[config.mk]
export PLATFORM = sky130hd
export DESIGN_NAME = sync_gearbox_fifo
export DESIGN_NICKNAME = d
export VERILOG_FILES = /design/src/rtl/sync_gearbox_fifo.sv
export SDC_FILE = /design/constraint.sdc
export NUM_CORES = 1
export LEC_CHECK = 0
export ABC_AREA = 1
export CAP_MARGIN = 20
export CORE_MARGIN = 2
export CORE_UTILIZATION = 60
export DETAILED_ROUTE_END_ITERATION = 12
export PLACE_DENSITY = 0.79
export SYNTH_ARGS = -nofsm -noshare
export SYNTH_HDL_FRONTEND = slang
export SYNTH_SLANG_ARGS = --single-unit
[constraint.sdc]
create_clock -name clk -period 2.65 [get_ports clk]
set_input_delay 0.795 -clock clk [delete_from_list [all_inputs] [get_ports clk]]
set_output_delay 0.795 -clock clk [all_outputs]
set_load 0.005 [all_outputs]
[src/rtl/sync_gearbox_fifo.sv]
// sync_gearbox_fifo
// Single-clock FIFO whose write and read words are different multiples of a
// DATA_WIDTH storage unit. Occupancy is tracked in units, so a wide write and
// a narrow read (or the reverse) share one circular unit memory.
//
// Ports:
//   clk         single clock
//   rstN        asynchronous active-low reset
//   wrEn/din    write request and write word (lane i = unit wrPtr+i)
//   fifoFull    fewer than WR_DATA_WIDTH_MUL free units
//   almostFull  count >= AF_THRESH
//   rdEn        read request / pop
//   dout        read word (lane i = unit rdPtr+i)
//   dataValid   dout holds freshly popped data (FWFT=0) or head data (FWFT=1)
//   fifoEmpty   fewer than RD_DATA_WIDTH_MUL units stored
//   almostEmpty count <= AE_THRESH
//   count       occupancy in units
//   overflow    sticky write-while-full flag
//   underflow   sticky read-while-empty flag
//   clrErr      clears overflow/underflow (a new error in the same cycle wins)
module sync_gearbox_fifo #(
    parameter int DATA_WIDTH        = 8,
    parameter int WR_DATA_WIDTH_MUL = 1,
    parameter int RD_DATA_WIDTH_MUL = 1,
    parameter int ADDRESS_WIDTH     = 4,
    parameter int FWFT              = 0,
    parameter int AF_THRESH         = (2**ADDRESS_WIDTH) - WR_DATA_WIDTH_MUL,
    parameter int AE_THRESH         = RD_DATA_WIDTH_MUL
) (
    input  logic                                      clk,
    input  logic                                      rstN,
    input  logic                                      wrEn,
    input  logic [WR_DATA_WIDTH_MUL*DATA_WIDTH-1:0]   din,
    output logic                                      fifoFull,
    output logic                                      almostFull,
    input  logic                                      rdEn,
    output logic [RD_DATA_WIDTH_MUL*DATA_WIDTH-1:0]   dout,
    output logic                                      dataValid,
    output logic                                      fifoEmpty,
    output logic                                      almostEmpty,
    output logic [ADDRESS_WIDTH:0]                    count,
    output logic                                      overflow,
    output logic                                      underflow,
    input  logic                                      clrErr
);

    localparam int FIFO_DEPTH = 2**ADDRESS_WIDTH;
    localparam int PW         = ADDRESS_WIDTH + 1;
    localparam int RW         = RD_DATA_WIDTH_MUL * DATA_WIDTH;

    localparam logic [PW-1:0] WR_STEP     = PW'(WR_DATA_WIDTH_MUL);
    localparam logic [PW-1:0] RD_STEP     = PW'(RD_DATA_WIDTH_MUL);
    localparam logic [31:0]   FULL_LIMIT  = 32'(FIFO_DEPTH - WR_DATA_WIDTH_MUL);
    localparam logic [31:0]   EMPTY_LIMIT = 32'(RD_DATA_WIDTH_MUL);
    localparam logic [31:0]   AF_LIMIT    = 32'(AF_THRESH);
    localparam logic [31:0]   AE_LIMIT    = 32'(AE_THRESH);

    logic [DATA_WIDTH-1:0] r_mem [FIFO_DEPTH];
    logic [PW-1:0]         r_wr_ptr;
    logic [PW-1:0]         r_rd_ptr;
    logic [PW-1:0]         r_count;
    logic                  r_overflow;
    logic                  r_underflow;

    logic [31:0]           w_count_ext;
    logic                  w_full;
    logic                  w_empty;
    logic                  w_wr_acc;
    logic                  w_rd_acc;
    logic [RW-1:0]         w_rd_word;

    // Flags are derived from the registered count only; thresholds are compared
    // at 32 bits so multipliers larger than the depth still behave sensibly.
    assign w_count_ext = 32'(r_count);
    assign w_full      = (w_count_ext > FULL_LIMIT);
    assign w_empty     = (w_count_ext < EMPTY_LIMIT);
    assign w_wr_acc    = wrEn & ~w_full;
    assign w_rd_acc    = rdEn & ~w_empty;

    assign fifoFull    = w_full;
    assign fifoEmpty   = w_empty;
    assign almostFull  = (w_count_ext >= AF_LIMIT);
    assign almostEmpty = (w_count_ext <= AE_LIMIT);
    assign count       = r_count;
    assign overflow    = r_overflow;
    assign underflow   = r_underflow;

    // Pointer, occupancy and sticky error state.
    always_ff @(posedge clk or negedge rstN) begin
        if (!rstN) begin
            r_wr_ptr    <= {PW{1'b0}};
            r_rd_ptr    <= {PW{1'b0}};
            r_count     <= {PW{1'b0}};
            r_overflow  <= 1'b0;
            r_underflow <= 1'b0;
        end else begin
            r_wr_ptr    <= r_wr_ptr + (w_wr_acc ? WR_STEP : {PW{1'b0}});
            r_rd_ptr    <= r_rd_ptr + (w_rd_acc ? RD_STEP : {PW{1'b0}});
            r_count     <= r_count + (w_wr_acc ? WR_STEP : {PW{1'b0}})
                                   - (w_rd_acc ? RD_STEP : {PW{1'b0}});
            r_overflow  <= (wrEn & w_full)  | (r_overflow  & ~clrErr);
            r_underflow <= (rdEn & w_empty) | (r_underflow & ~clrErr);
        end
    end

    // Unit memory write; each write lane lands at consecutive unit addresses.
    always_ff @(posedge clk) begin
        if (w_wr_acc) begin
            for (int i = 0; i < WR_DATA_WIDTH_MUL; i++) begin
                r_mem[r_wr_ptr[ADDRESS_WIDTH-1:0] + ADDRESS_WIDTH'(i)] <= din[i*DATA_WIDTH +: DATA_WIDTH];
            end
        end
    end

    // Assemble the head read word from consecutive units starting at rdPtr.
    always_comb begin
        w_rd_word = {RW{1'b0}};
        for (int i = 0; i < RD_DATA_WIDTH_MUL; i++) begin
            w_rd_word[i*DATA_WIDTH +: DATA_WIDTH] = r_mem[r_rd_ptr[ADDRESS_WIDTH-1:0] + ADDRESS_WIDTH'(i)];
        end
    end

    generate
        if (FWFT != 0) begin : g_fwft
            // Head word is visible whenever a full read word is stored; it is
            // forced to zero while empty so reset and idle output is defined.
            assign dout      = w_empty ? {RW{1'b0}} : w_rd_word;
            assign dataValid = ~w_empty;
        end else begin : g_registered
            logic [RW-1:0] r_dout;
            logic          r_data_valid;

            // Registered read port: capture on accepted pop, hold otherwise.
            always_ff @(posedge clk or negedge rstN) begin
                if (!rstN) begin
                    r_dout       <= {RW{1'b0}};
                    r_data_valid <= 1'b0;
                end else begin
                    if (w_rd_acc) begin
                        r_dout <= w_rd_word;
                    end
                    r_data_valid <= w_rd_acc;
                end
            end

            assign dout      = r_dout;
            assign dataValid = r_data_valid;
        end
    endgenerate

endmodule

Word-level counts from Yosys, hierarchy flattened
Memories as Yosys holds them, arrays and structs flattened. A register that Yosys moved wholly into a read port is not among the register bits.
Cells that the tools add are included.
{"block": "totals", "register_bits": 18, "mem_bits_rw": 128, "in_bits": 13, "wordCells": 31, "mem_count": 1}
{"block": "op_classes", "add_sub_neg": 4, "n_lt_le_gt_ge": 4, "muxes": 4, "bitwise": 11, "reduce_logical": 1}
{"name": "r_mem", "depth": 16, "width": 8, "read_ports": 1, "rd_clocked_by_memory_dff": 1, "write_ports": 1, "line": "58", "rtl": "logic [DATA_WIDTH-1:0] r_mem [FIFO_DEPTH];"}
{"cell": "adder 5 bit", "n": 2}
{"cell": "bitwise AND 1 bit", "n": 6}
{"cell": "adder 5 x 1 -> 5 bit", "n": 1}
{"cell": ">= comparator 5 x 4 -> 1 bit (second input constant)", "n": 1}
{"cell": "greater-than comparator 5 x 4 -> 1 bit (second input constant)", "n": 1}
{"cell": "less-or-equal comparator 5 x 1 -> 1 bit (second input constant)", "n": 1}
{"cell": "less-than comparator 5 x 1 -> 1 bit (second input constant)", "n": 1}
{"cell": "subtractor 5 x 1 -> 5 bit", "n": 1}
{"cell": "2-to-1 mux 1 bit", "n": 4}
{"cell": "NOT 1 bit", "n": 3}
{"cell": "bitwise OR 1 bit", "n": 2}
{"cell": "zero test 1 bit", "n": 1}

Depth between registers and ports, before layout
{"block": "depth", "word_depth": 6, "depth_mapped": 15, "mapped_depth_nobuf": 15}

Worst setup path after synthesis
OpenSTA, ideal clock, no wires.
{"block": "synth_timing", "path_type": "reg-to-reg", "startpoint": "register r_count[1], in the netlist count[1]", "endpoint": "register r_count[4], in the netlist count[4]", "setup_time_ns": 0.128, "t_arrival_ns": 2.295, "path_slack_ns": 0.227, "stages_incl_launch_ff": 14, "period_less_slack_ns": 2.423, "cell_sequence": "dfrtp_1 ha_1 inv_1 o31ai_1 nand2_1 nand2_2 nand2_1 nand2_1 ha_1 inv_1 fa_1 o21ai_0 a21oi_1 xor2_1"}
{"block": "synth_between", "elab_chain_len": 6}
{"element": "start: declaration", "line": "61", "rtl": "logic [PW-1:0] r_count;"}
{"element": "start signal: assignment", "line": "93", "rtl": "r_count <= {PW{1'b0}};"}
{"element": "start signal: assignment", "line": "99", "rtl": "r_count <= r_count + (w_wr_acc ? WR_STEP : {PW{1'b0}})"}
{"element": "greater-than comparator 5 x 4 -> 1 bit", "line": "75", "rtl": "assign w_full = (w_count_ext > FULL_LIMIT);"}
{"element": "NOT 1 bit", "line": "77", "rtl": "assign w_wr_acc = wrEn & ~w_full;"}
{"element": "bitwise AND 1 bit", "line": "77"}
{"element": "2-to-1 mux 1 bit", "line": "99"}
{"element": "adder 5 x 1 -> 5 bit", "line": "99"}
{"element": "subtractor 5 x 1 -> 5 bit *", "line": "100", "rtl": "- (w_rd_acc ? RD_STEP : {PW{1'b0}});"}
Every way passes the cells marked *; elsewhere a longest branch is shown, timed or not.

Final worst setup path
{"block": "layout_timing", "startpoint": "register r_count[1], in the netlist count[1]", "endpoint": "output almostFull"}
{"block": "layout_between", "elab_chain_len": 1}
{"element": ">= comparator 5 x 4 -> 1 bit", "line": "82", "rtl": "assign almostFull = (w_count_ext >= AF_LIMIT);"}
{"element": "end: declaration", "line": "35", "rtl": "output logic almostFull,"}
Every way passes these cells.

==> run metrics <==
run status=finished, final reports clean; critical path's slowest cell=dfrtp_2; met1 Usage GRT=between 30% and 40%; WHS Endpoint=dout[1]; combinational share of power=between 30% and 40%; M3 GR Usage=6.76%; Starting Density=approximately three fifths; number of buffers created by CTS=17; CP Launch Type=register; fmax=0.383 GHz; die width=roughly 110 um; Max H-tree Level=4; nets@finish=between 700 and 800; ys async rst share=between 10% and 20%; largest net degree at the start of global routing=66; clock buffer depth=2; global-route usage over all layers=about a quarter; vias per cell=between 5 and 6; Die Height=~110 um; synthesized area per cell=about 10 um^2; Max transition margin=a little over two fifths; Antenna diodes=0; Reg-to-Reg Start=count[1]; Synth Instances=roughly 670; Hold Path Depth=2; Core Util, Final=approximately 73%; Routed Antenna Nets=0; Num Clock Sinks=roughly 150; sw power=between 3 and 4 mW; Worst Path Max Fanout=2; synth cell count leaders=nand2_1 (213), edfxtp_1 (128), inv_1 (121); fin crit share=approximately 99%; post-synth net total=around 700; Ys Warns=0; CP Class=register to output pin; LEAKAGE=between 3 and 4 nW; crit-path leading delay family=buffers and inverters; Worst R2R Path Depth=16; Reg clk slew, reported paths=approximately 60 ps; core area=between 10000 and 15000 um^2; total gr overflow=0; fin area=around 8000 um^2; max-cap violation count=0; pre-CTS WS=-73.8 ps; met2 GRT Util=42.7%; # setup viols final=0; Hold Buf Count CTS=0; r2r endpoint=count[4]; switch share=a little over a third; Clock Skew=around 7.9 ps; DIE AREA=12200 um^2; clock root buffer=clkbuf_16; final wirelength=about 14000 um; DR WL/cell=approximately 16 um; Synth area leaders=edfxtp_1 (57%), nand2_1 (12%), dfrtp_1 (8.9%); flop2flop setup slack=approximately 70 ps; slack of the critical path=38.7 ps; RD Place Congestion=approximately 0.96; initial antenna violation count=0; Synth-to-Final Area Change=17.5%; io pins=33; Synth Flop Type=edfxtp_1; worst min path class=register to register; CP arrival=roughly 1800 ps; Setup TNS=0 ps; Slew @ Worst Pin=around 870 ps; dpl cells=roughly 840; CTS tree=built; share of cells above drive strength 1=between 10% and 20%; grt peak-use layer=met2; Final HPWL DP=between 8000 and 9000 um; fillers=about 750; DP Area=approximately 7300 um^2; Clock Latency Late Sink=430 ps; row cnt=38; synthesized flop and latch total=approximately 150; first-pass GRT wire length=roughly 22000 um; Cell Pwr Density=approximately 1100 nW/um^2; CP required=1860 ps; Hold Path Origin=dout[1]; post-synthesis sequential area ratio=about two thirds; area share of the largest cell type after synthesis=approximately 57%; clock power share=approximately a quarter; port bufs=32; Mapped Area=~6800 um^2; final hold vios=0; worst path cell trace=buf_4 -> ha_1 -> inv_1 -> o31ai_4 -> buf_4 -> inv_1 -> nand2_1 -> clkdlybuf4s15_1; library cells used by synthesis=22; most common cell in the netlist=nand2_1; DRC=0; Layout Cells excl Fill=881; Pins Over Slew Limit=0; Power Internal=about 5.4 mW; routed vias=between 4000 and 5000; Crit path largest cell delay=around 370 ps; minimum clock period=2610 ps; Reg power frac=a little over a third; vias in the first global route=about 4500; number of enable flip-flop cells after synthesis=128; Critical Path End Type=output pin; crit path buf inv count=5; leading area contributor after synthesis=edfxtp_1; first drt pass iteration count=5; worst vdd ir=between 0.0007 and 0.0008 V; DR iter-0 viols=approximately 410
## power groups by stage
stage,registers [mW],clock network [mW],logic [mW]
floorplan,3.13,0,2.00
global placement,3.14,0,2.89
detailed placement,3.16,0,2.98
CTS,3.10,2.24,3.11
global route,3.13,2.33,3.54
finish,3.11,2.21,3.20
## cells by family (layout without fill, tap and decap cells)
kind of cell / after synthesis / after routing / synth area share (%)
simple gates: 336 / 336 / 21.0
fa+ha+maj: 15 / 15 / 2.88
flops: 152 / 152 / 65.6
compound gates: 7 / 7 / 0.554
buf+inv: 151 / 225 / 9.25
xor+xnor: 6 / 6 / 0.775
## worst register-to-register path, delay by kind of cell, from the launching register on
family | cells | cell delay, ps
fa+ha+maj | 3 | 660
buf+inv | 5 | 520
compound gates | 3 | 510
flops | 1 | 370
simple gates | 4 | 260
xor+xnor | 1 | 140
## routing by layer
layer  vias up  share of wire [%]
li1       2256                  -
met4         0                2.2
met5         -                  0
met1      2174                 40
met2       169                 51
met3        26                7.1
## stage by stage
step / hold slack (ps) / total power [mW]
after floorplan: 472 / 5.13
after global placement: 461 / 6.04
after detailed placement: 464 / 6.15
after CTS: 481 / 8.45
after global routing: 503 / 9.00
final: 478 / 8.51
## flip-flops by register name, indices dropped and copies added, names as in the netlist
signal and flops:
underflow 1, overflow 1, r_wr_ptr 4, r_rd_ptr 4, dataValid 1, dout 8, r_mem 128, count 5
## layout by cell type (no fill, tap or decap), types with 2 or more instances in the layout
| cell type | count |
|---|---|
| a21oi_1 | 2 |
| buf_4 | 37 |
| clkbuf_1 | 2 |
| clkbuf_16 | 18 |
| clkbuf_2 | 2 |
| clkbuf_8 | 2 |
| clkdlybuf4s50_1 | 28 |
| clkinv_2 | 4 |
| dfrtp_1 | 22 |
| dfrtp_2 | 2 |
| edfxtp_1 | 128 |
| ha_1 | 13 |
| inv_1 | 118 |
| inv_2 | 4 |
| inv_4 | 3 |
| inv_6 | 2 |
| nand2_1 | 213 |
| nand3_1 | 101 |
| nor2_1 | 3 |
| nor3_1 | 16 |
| o21ai_0 | 3 |
| xor2_1 | 6 |
## area by class of cell
type                    instances  area, um^2  area share [%]
multi-input cells             364        1720            21.6
repair buffers                 70         607            7.62
inverters                     123         462            5.80
clock buffers                  22         485            6.09
flip-flops and latches        152        4450            55.8
well taps                     140         175            2.20
clock inverters                10        65.1           0.817
## how the worst max path moves through the flow
stage | end | cells past startpoint | slack [ps] | startpoint
floorplan | count[4] | 13 | 230 | count[1]
global placement | count[4] | 11 | -30 | rdEn
detailed placement | count[4] | 11 | -70 | rdEn
CTS | fifoFull | 8 | 30 | count[4]
global route | count[4] | 16 | -40 | count[1]
finish | almostFull | 8 | 40 | count[1]
## what timing repair did
| action | 4_1_cts | 5_1_grt |
|---|---|---|
| setup buffers | 8 | 2 |
| endpoints found under the hold margin | 0 | 0 |
| resized for setup | 8 | 10 |
| pin swaps | 2 | 1 |
| endpoints found under the setup margin | 4 | 2 |
No activity file was read; power rests on OpenSTA's default activity.
